[config.mk]
export PLATFORM = sky130hd
export DESIGN_NAME = ws2812b_meter_frame_sched
export DESIGN_NICKNAME = d
export VERILOG_FILES = /design/src/rtl/ws2812b_meter_frame_sched.sv
export SDC_FILE = /design/constraint.sdc
export NUM_CORES = 1
export LEC_CHECK = 0
export CAP_MARGIN = 20
export CORE_MARGIN = 4
export CORE_UTILIZATION = 57
export DETAILED_ROUTE_END_ITERATION = 10
export PLACE_DENSITY_LB_ADDON = 0.08
export REMOVE_ABC_BUFFERS = 1
export SYNTH_ARGS = -nofsm -noshare
export SYNTH_HDL_FRONTEND = slang
export SYNTH_SLANG_ARGS = --single-unit
[constraint.sdc]
create_clock -name clk -period 9.2 [get_ports clk]
set_input_delay 1.84 -clock clk [delete_from_list [all_inputs] [get_ports clk]]
set_output_delay 1.84 -clock clk [all_outputs]
set_load 0.02 [all_outputs]
[src/rtl/ws2812b_meter_frame_sched.sv]
// ws2812b_meter_frame_sched
//   Frame-rate scheduler in front of the WS2812B meter serializer. Tracks the
//   peak audio level over each frame and scales it to an LED count. It applies
//   fall-rate limiting and peak-hold to that count, then launches one
//   serializer frame per frame tick.
//
// Ports
//   clk, reset_n      system clock, synchronous active-low reset
//   enable            run scheduler; 0 = idle
//   level/level_valid audio magnitude sample and its 1-cycle qualifier
//   led_total         LEDs on the strip (serializer maxCount)
//   ser_busy/ser_done serializer handshake inputs
//   frame_start       1-cycle serializer frame request
//   on_count          lit LED count, stable from frame_start until ser_done
//   peak_pos          peak-hold marker LED count
//   overrun_count     saturating count of dropped frame ticks
//   frame_active      high while a serializer frame is outstanding
//
// state     | meaning
// ----------+-----------------------------------------------------------
// IDLE      | scheduler disabled, accumulator cleared
// ACCUM     | collecting samples, waiting for the frame tick
// SCALE     | peak * led_total -> target LED count
// UPDATE    | apply decay / peak-hold to on_count and peak_pos
// LAUNCH    | wait for serializer idle, then pulse frame_start
// WAIT_DONE | serializer frame in flight, wait for ser_done
module ws2812b_meter_frame_sched #(
  parameter int unsigned FRAME_CYCLES = 1666667,
  parameter int unsigned DECAY_STEP   = 2,
  parameter int unsigned HOLD_FRAMES  = 30
) (
  input  logic        clk,
  input  logic        reset_n,
  input  logic        enable,
  input  logic [15:0] level,
  input  logic        level_valid,
  input  logic [15:0] led_total,
  input  logic        ser_busy,
  input  logic        ser_done,
  output logic        frame_start,
  output logic [15:0] on_count,
  output logic [15:0] peak_pos,
  output logic [7:0]  overrun_count,
  output logic        frame_active
);

  localparam int unsigned TW = $clog2(FRAME_CYCLES);
  localparam logic [TW-1:0] TMAX = TW'(FRAME_CYCLES - 1);
  localparam logic [15:0] DSTEP = 16'(DECAY_STEP);
  localparam logic [15:0] HOLD_INIT = 16'(HOLD_FRAMES);

  typedef enum logic [2:0] {
    S_IDLE, S_ACCUM, S_SCALE, S_UPDATE, S_LAUNCH, S_WAIT_DONE
  } state_t;

  state_t state, state_nxt;

  logic [TW-1:0] timer;
  logic [15:0]   peak_acc, sample, target, hold_cnt;
  logic          tick, accept, abort;

  assign tick = enable && (timer == TMAX);

  always_ff @(posedge clk) begin
    if (!reset_n) state <= S_IDLE;
    else          state <= state_nxt;
  end

  always_comb begin
    state_nxt   = state;
    frame_start = 1'b0;
    accept      = 1'b0;
    abort       = 1'b0;
    case (state)
      S_IDLE:
        if (enable) state_nxt = S_ACCUM;
      S_ACCUM:
        if (!enable) begin
          abort     = 1'b1;
          state_nxt = S_IDLE;
        end else if (tick) begin
          accept    = 1'b1;
          state_nxt = S_SCALE;
        end
      S_SCALE:
        if (!enable) begin
          abort     = 1'b1;
          state_nxt = S_IDLE;
        end else state_nxt = S_UPDATE;
      S_UPDATE:
        if (!enable) begin
          abort     = 1'b1;
          state_nxt = S_IDLE;
        end else state_nxt = S_LAUNCH;
      S_LAUNCH:
        if (!enable) begin
          abort     = 1'b1;
          state_nxt = S_IDLE;
        end else if (!ser_busy) begin
          frame_start = 1'b1;
          state_nxt   = S_WAIT_DONE;
        end
      // enable=0 is honoured only once the serializer has finished.
      S_WAIT_DONE:
        if (ser_done) state_nxt = enable ? S_ACCUM : S_IDLE;
      default: state_nxt = S_IDLE;
    endcase
  end

  always_ff @(posedge clk) begin
    if (!reset_n || !enable) timer <= '0;
    else if (timer == TMAX)  timer <= '0;
    else                     timer <= timer + 1'b1;
  end

  // Samples that arrive after a tick (SCALE..WAIT_DONE) belong to the next
  // frame, so the accumulator only clears on accept, idle or abort.
  always_ff @(posedge clk) begin
    if (!reset_n || state == S_IDLE || abort || accept)
      peak_acc <= '0;
    else if (level_valid && level > peak_acc)
      peak_acc <= level;
  end

  always_ff @(posedge clk) begin
    if (!reset_n)
      sample <= '0;
    else if (accept)
      sample <= (level_valid && level > peak_acc) ? level : peak_acc;
  end

  // (sample * led_total) >> 16 is always below led_total; the clamp only
  // guards the degenerate led_total = 0 case.
  logic [15:0] scaled;
  assign scaled = 16'((32'(sample) * 32'(led_total)) >> 16);

  always_ff @(posedge clk) begin
    if (!reset_n)
      target <= '0;
    else if (state == S_SCALE)
      target <= (scaled > led_total) ? led_total : scaled;
  end

  logic [15:0] on_sel, on_new, pk_sel, pk_max, pk_new, hold_new;

  always_comb begin
    on_sel   = target;
    hold_new = hold_cnt;
    pk_sel   = peak_pos;
    // on_count - min(DSTEP, on_count - target)
    if (target < on_count)
      on_sel = ((on_count - target) > DSTEP) ? on_count - DSTEP : target;
    on_new = (on_sel > led_total) ? led_total : on_sel;

    if (target >= peak_pos) begin
      pk_sel   = target;
      hold_new = HOLD_INIT;
    end else if (hold_cnt != '0) begin
      hold_new = hold_cnt - 1'b1;
    end else begin
      pk_sel = peak_pos - 1'b1;
    end
    pk_max = (pk_sel < on_new) ? on_new : pk_sel;
    pk_new = (pk_max > led_total) ? led_total : pk_max;
  end

  always_ff @(posedge clk) begin
    if (!reset_n) begin
      on_count <= '0;
      peak_pos <= '0;
      hold_cnt <= '0;
    end else if (state == S_UPDATE && enable) begin
      on_count <= on_new;
      peak_pos <= pk_new;
      hold_cnt <= hold_new;
    end
  end

  always_ff @(posedge clk) begin
    if (!reset_n)
      overrun_count <= '0;
    else if (tick && state != S_ACCUM && overrun_count != 8'hFF)
      overrun_count <= overrun_count + 1'b1;
  end

  always_ff @(posedge clk) begin
    if (!reset_n)
      frame_active <= 1'b0;
    else if (frame_start)
      frame_active <= 1'b1;
    else if (state == S_WAIT_DONE && ser_done)
      frame_active <= 1'b0;
  end

endmodule

==> Word-level counts from Yosys, hierarchy flattened <==
Cells that the tools add are included.
{ "op_classes": {"n_reduce_logical": 20, "multipliers": 1, "div": 0, "shift": 0, "n_eq_ne": 12, "bitwise": 0, "magnitude_cmp": 8, "mux": 31, "addsub": 6} }
{ "op_table": {"columns": ["cell", "n"], "rows": [
  ["$mux W16", 11],
  ["$gt A16 B16 Y1", 4],
  ["$lt A16 B16 Y1", 2],
  ["$mul A16 B16 Y32", 1],
  ["$sub A16 B1 Y16 const B", 2],
  ["$add A21 B1 Y21 const B", 1],
  ["$eq A21 B21 Y1 const B", 1],
  ["$mux W3", 7],
  ["$pmux W3 S6", 1],
  ["$ge A16 B16 Y1", 1],
  ["$gt A16 B2 Y1 const B", 1],
  ["$reduce_bool A16 Y1", 1],
  ["$sub A16 B16 Y16", 1],
  ["$sub A16 B2 Y16 const B", 1],
  ["$mux W1", 11],
  ["$add A8 B1 Y8 const B", 1],
  ["$ne A8 B8 Y1 const B", 1],
  ["$eq A3 B2 Y1 const B", 2],
  ["$eq A3 B3 Y1 const B", 2],
  ["$logic_and A1 B1 Y1", 6],
  ["$ne A3 B3 Y1 const B", 2],
  ["$logic_or A1 B1 Y1", 4],
  ["$ne A2 B2 Y1 const B", 2],
  ["$reduce_and A4 Y1", 1],
  ["9 further kinds", 11]
]} }
{ "totals": {"ram_bits": 0, "elab_cells": 88, "in_bits": 38, "ff_bits": 129, "latch_bits": 0, "n_memories": 0, "mem_bits_ro": 0, "output_inout_bits": 42} }

==> Logic depth before layout (Yosys ltp) <==
{ "depth": {"word_depth": 10, "mapped_depth": 52, "depth_no_buf": 46} }

==> Worst setup path before layout <==
Ideal clock, no wire load.
{ "synth_timing": {"kind": "register to register", "start": "reg on_count[0]", "end": "reg peak_pos[12]", "path_stages_with_launch": 51, "setup_time_ns": 0.125, "t_required_ns": 9.075, "setup_slack_ns": -1.035, "period_less_slack_ns": 10.235, "n_path_buf": 5, "t_arrival_ns": 10.109, "path_cell_list": "dfxtp_1 inv_1 ha_1 fa_1 and2b_1 o2111ai_1 and3_1 a2111oi_0 nand4_1 or4_1 o21ai_1 o21ai_0 ha_1 nor2b_1 o21a_1 o21a_1 o21ai_0 a2111oi_0 [15 not listed] o31ai_4 mux2i_1 ha_1 nor2b_1 o21a_1 o21a_1 o21a_1 o21a_1 o21a_1 o21a_1 o31ai_1 clkbuf_1 and2_1 clkbuf_1 buf_1 o211ai_1 o31ai_1 o21ai_0"} }
{ "synth_between": {"elab_chain_len": 10, "word_cells_on_any_way": 12, "cone_classes": "add/sub: 2; order compare: 5; mux: 5"} }
{ "synth_rtl": {"columns": ["item", "line_no", "source"], "rows": [
  ["from (decl)", "41", "output logic [15:0] on_count,"],
  ["from (signal assigned)", "173", "on_count <= on_new;"],
  ["$sub A16 B16 Y16", "152", "on_sel = ((on_count - target) > DSTEP) ? on_count - DSTEP : target;"],
  ["$gt A16 B2 Y1", "152", null],
  ["$mux W16", "152", null],
  ["$mux W16 *", "151", "if (target < on_count)"],
  ["$gt A16 B16 Y1", "153", "on_new = (on_sel > led_total) ? led_total : on_sel;"],
  ["$mux W16 *", "153", null],
  ["$lt A16 B16 Y1", "163", "pk_max = (pk_sel < on_new) ? on_new : pk_sel;"],
  ["$mux W16 *", "163", null],
  ["$gt A16 B16 Y1", "164", "pk_new = (pk_max > led_total) ? led_total : pk_max;"],
  ["$mux W16 *", "164", null],
  ["to (signal assigned)", "174", "peak_pos <= pk_new;"],
  ["to (decl)", "42", "output logic [15:0] peak_pos,"]
]} }
Every way passes the cells marked *; elsewhere a longest branch is shown, timed or not.
A chain may end at the register's enable or synchronous reset.

==> Final worst setup path <==
{ "layout_timing": {"start": "reg target[10]", "end": "reg peak_pos[11]"} }
{ "layout_between": {"elab_chain_len": 10, "word_cells_on_any_way": 13, "cone_classes": "add/sub: 1; order compare: 6; mux: 6"} }
{ "layout_rtl": {"columns": ["item", "line_no", "source"], "rows": [
  ["from (decl)", "59", "logic [15:0] peak_acc, sample, target, hold_cnt;"],
  ["from (signal assigned)", "141", "target <= (scaled > led_total) ? led_total : scaled;"],
  ["$sub A16 B16 Y16", "152", null],
  ["$gt A16 B2 Y1", "152", null],
  ["$mux W16", "152", null],
  ["$mux W16", "151", null],
  ["$gt A16 B16 Y1", "153", null],
  ["$mux W16", "153", null],
  ["$lt A16 B16 Y1", "163", null],
  ["$mux W16 *", "163", null],
  ["$gt A16 B16 Y1", "164", null],
  ["$mux W16 *", "164", null]
]} }
Marks and branches as above.

==> reports/qor.txt <==
vias per std cell - 5.76
CTS Buf Count - 17
Syn Std Cell Area - 18000 um^2
DP Worst Slack - -0.662 ns
crit path kind - flip-flop to flip-flop
die span in x - 186 um
H-tree depth - 4
total number of yosys warnings - 0
WP buf/inv - 7
Pwr Density - 180 nW/um^2
final hold violation count - 0
Final period util - 98.3%
top post-synthesis cells by count - 309 x inv_1, 275 x nand2_1, 217 x ha_1
Worst Skew - 0.0129 ns
WP data required - 9.58 ns
min Tclk post-route - 9.04 ns
HPWL after DPL - 43600 um
Synth area leader - fa_1
TritonCTS clock tree - yes
Worst Reg-to-Reg Cells - 48
GPL Wtd Cong - 1.01
Initial DRT Pass Iterations - 6
GR Overflow Total - 0
worst flop-to-flop path endpoint - peak_pos[11]$_SDFFE_PN0P_
post-synthesis cell type count - 79
Hold Crit Start - timer[0]$_SDFF_PP0_
DRT iter0 DRCs - 1313
R2R Path Start - target[10]$_SDFFE_PN0N_
total track usage - 32.3%
Synth area leaders - fa_1 22%, ha_1 15%, dfxtp_1 14%
drt drc - 0
share of cells above drive strength 1 - 20.2%
Cells after Synth - 2205
maximum clock path buffer count - 2
Max Fclk - 111 MHz
DR WL/cell - 18.8 um
Yosys reg bits - 129
Root Driver - clkbuf_16
final setup violation count - 0
cell family with most CP delay - compound AO/OA/AOI/OAI gates
crit path max fanout - 10
Worst-Margin Slew - 0.968 ns
peak supply drop - 0.000282 V
area of the multi-input gates - 14500 um^2
FF+latch area - 2590 um^2
clock-pin slew on the worst setup and hold paths - 0.07 ns
Levels on crit path - 48
I/O Buffers - 79
syn_area_per_cell - 8.16 um^2
status - completed
Synth async-reset ratio - 0%
Post-synth EDFFs - 0
die height - 186 um
Seq/Total Area, Yosys - 14.4%
worst skew pair latency - 0.44 ns
starting density of the core - 58.3%
post-synth top area share - 21.6%
Critical Path End Type - flip-flop
vias in the first global route - 17303
P&R area growth vs syn - 27.3%
Fill cells - 2330
maxcap violations - 0
RSZ-0062 raised after global routing - yes
initial antenna violation count - 0
Ports - 80
dpl cell area - 21200 um^2
Routed WL - 55200 um
Startpoint Class - flip-flop
ANT nets after route - 0
slew margin rel. - 35.2%
critical path's largest stage delay - 0.57 ns
Final Instance Area - 22900 um^2
Leak Pwr - 11.2 nW
Ant. Diodes - 0
global-route wire length before repair - 88200 um
DR vias - 16924
Slew Limit Fails - 0
nets - 2977
most common cell in the synthesized netlist - inv_1
worst setup path end - peak_pos[11]$_SDFFE_PN0P_
class of the worst hold path - flip-flop to flip-flop
cts hold-fix bufs - 0
Critical path origin - target[10]$_SDFFE_PN0N_
critical path's slowest cell - or4_4
Most Frequent Cell on Critical Path - o21a_1
Rows - 64
clk sinks - 129
die area - 34500 um^2
Core Area - 30800 um^2
critical path arrival - 9.42 ns
worst setup margin - 0.159 ns
FF-to-FF setup slack - 0.16 ns
largest net degree at the start of global routing - 60
Synth Flop Type - dfxtp_1
## placed cells by master, fill, tap and decap left out, drive strengths merged, types with 13 or more instances in the layout
master         synthesis  final
nand4                 26     26
nor4                  18     18
mux2i                 51     51
a211oi                46     46
a21o                  34     34
o21a                  28     28
or3                   16     16
a21oi                 87     87
nor3                  25     25
xnor2                 55     55
buf                   11    330
dlymetal6s2s           0     13
xor2                  27     27
nor2                 153    153
ha                   217    217
and2                  87     87
dfxtp                129    129
nor2b                 16     16
o21ai                118    118
o211ai                17     17
nand2                276    276
fa                   194    194
and3                  13     13
clkbuf                95     19
nand3                 44     44
inv                  309    319
clkdlybuf4s50          0     65
## state kept, by name, summed over array words and instances (netlist names)
| register | cells |
|---|---|
| timer | 21 |
| on_count | 16 |
| state | 3 |
| frame_active | 1 |
| overrun_count | 8 |
| peak_pos | 16 |
| hold_cnt | 16 |
| sample | 16 |
| peak_acc | 16 |
| target | 16 |
## routing by layer
| layer | part of all wire, % | track usage, % | vias to the layer above |
|---|---|---|---|
| li1 | - | - | 7974 |
| met5 | 0 | 0 | - |
| met1 | 41 | 42.3 | 8148 |
| met4 | 3.7 | 11.9 | 0 |
| met3 | 7.8 | 5.10 | 136 |
| met2 | 47 | 54.4 | 666 |
## power by group
group,internal (mW),switching (mW),leakage [nW]
clock,0.391,0.323,0.296
combinational,1.33,1.50,9.84
sequential,0.565,0.00863,1.04
## timing repair
action / CTS / global route
cloned: 2 / 1
endpoints found under the setup margin: 32 / 32
setup buffers: 17 / 19
pin swaps: 45 / 123
endpoints found under the hold margin: 0 / 0
resized for setup: 78 / 133
## metrics by stage
step / utilization, % / TNS (ns) / power (mW) / instances / hold slack (ns)
after global routing: 74.3 / -2.35 / 4.36 / 2937 / 0.504
after global placement: 68.7 / -14.04 / 2.92 / 2867 / 0.436
final: 74.3 / 0 / 4.11 / 2937 / 0.462
after floorplan: - / -64.58 / 1.88 / 2099 / 0.426
after CTS: 72.0 / 0 / 3.83 / 2916 / 0.470
after detailed placement: 68.7 / -16.96 / 2.94 / 2867 / 0.453
## logic make-up (layout without fill, tap and decap cells)
logic type	count (synthesis)	count (layout)	synth area share, %
AND/OR/NAND/NOR	723	723	19.1
flip-flops	129	129	14.4
adder cells (fa/ha/maj)	411	411	36.7
AO/OA/AOI/OAI	392	392	14.0
multiplexers	53	53	3.03
XOR/XNOR	82	82	3.99
buffers and inverters	415	751	8.77
## worst min path at each step
stage / endpoint / slack [ns] / cells past startpoint
floorplan: timer[0]$_SDFF_PP0_ / 0.43 / 1
finish: timer[0]$_SDFF_PP0_ / 0.46 / 1
detailed placement: timer[0]$_SDFF_PP0_ / 0.45 / 1
global route: peak_pos[8]$_SDFFE_PN0P_ / 0.50 / 2
global placement: timer[0]$_SDFF_PP0_ / 0.44 / 1
CTS: timer[0]$_SDFF_PP0_ / 0.47 / 1
## layout make-up
type,count,area share [%]
Clock buffer,17,1.86
Clock inverter,15,0.792
Inverter,309,5.07
Multi-Input combinational cell,1661,63.5
Sequential cell,129,11.3
Tap cell,396,2.16
Timing Repair Buffer,410,15.3
Power figures use the tool's default switching activity.
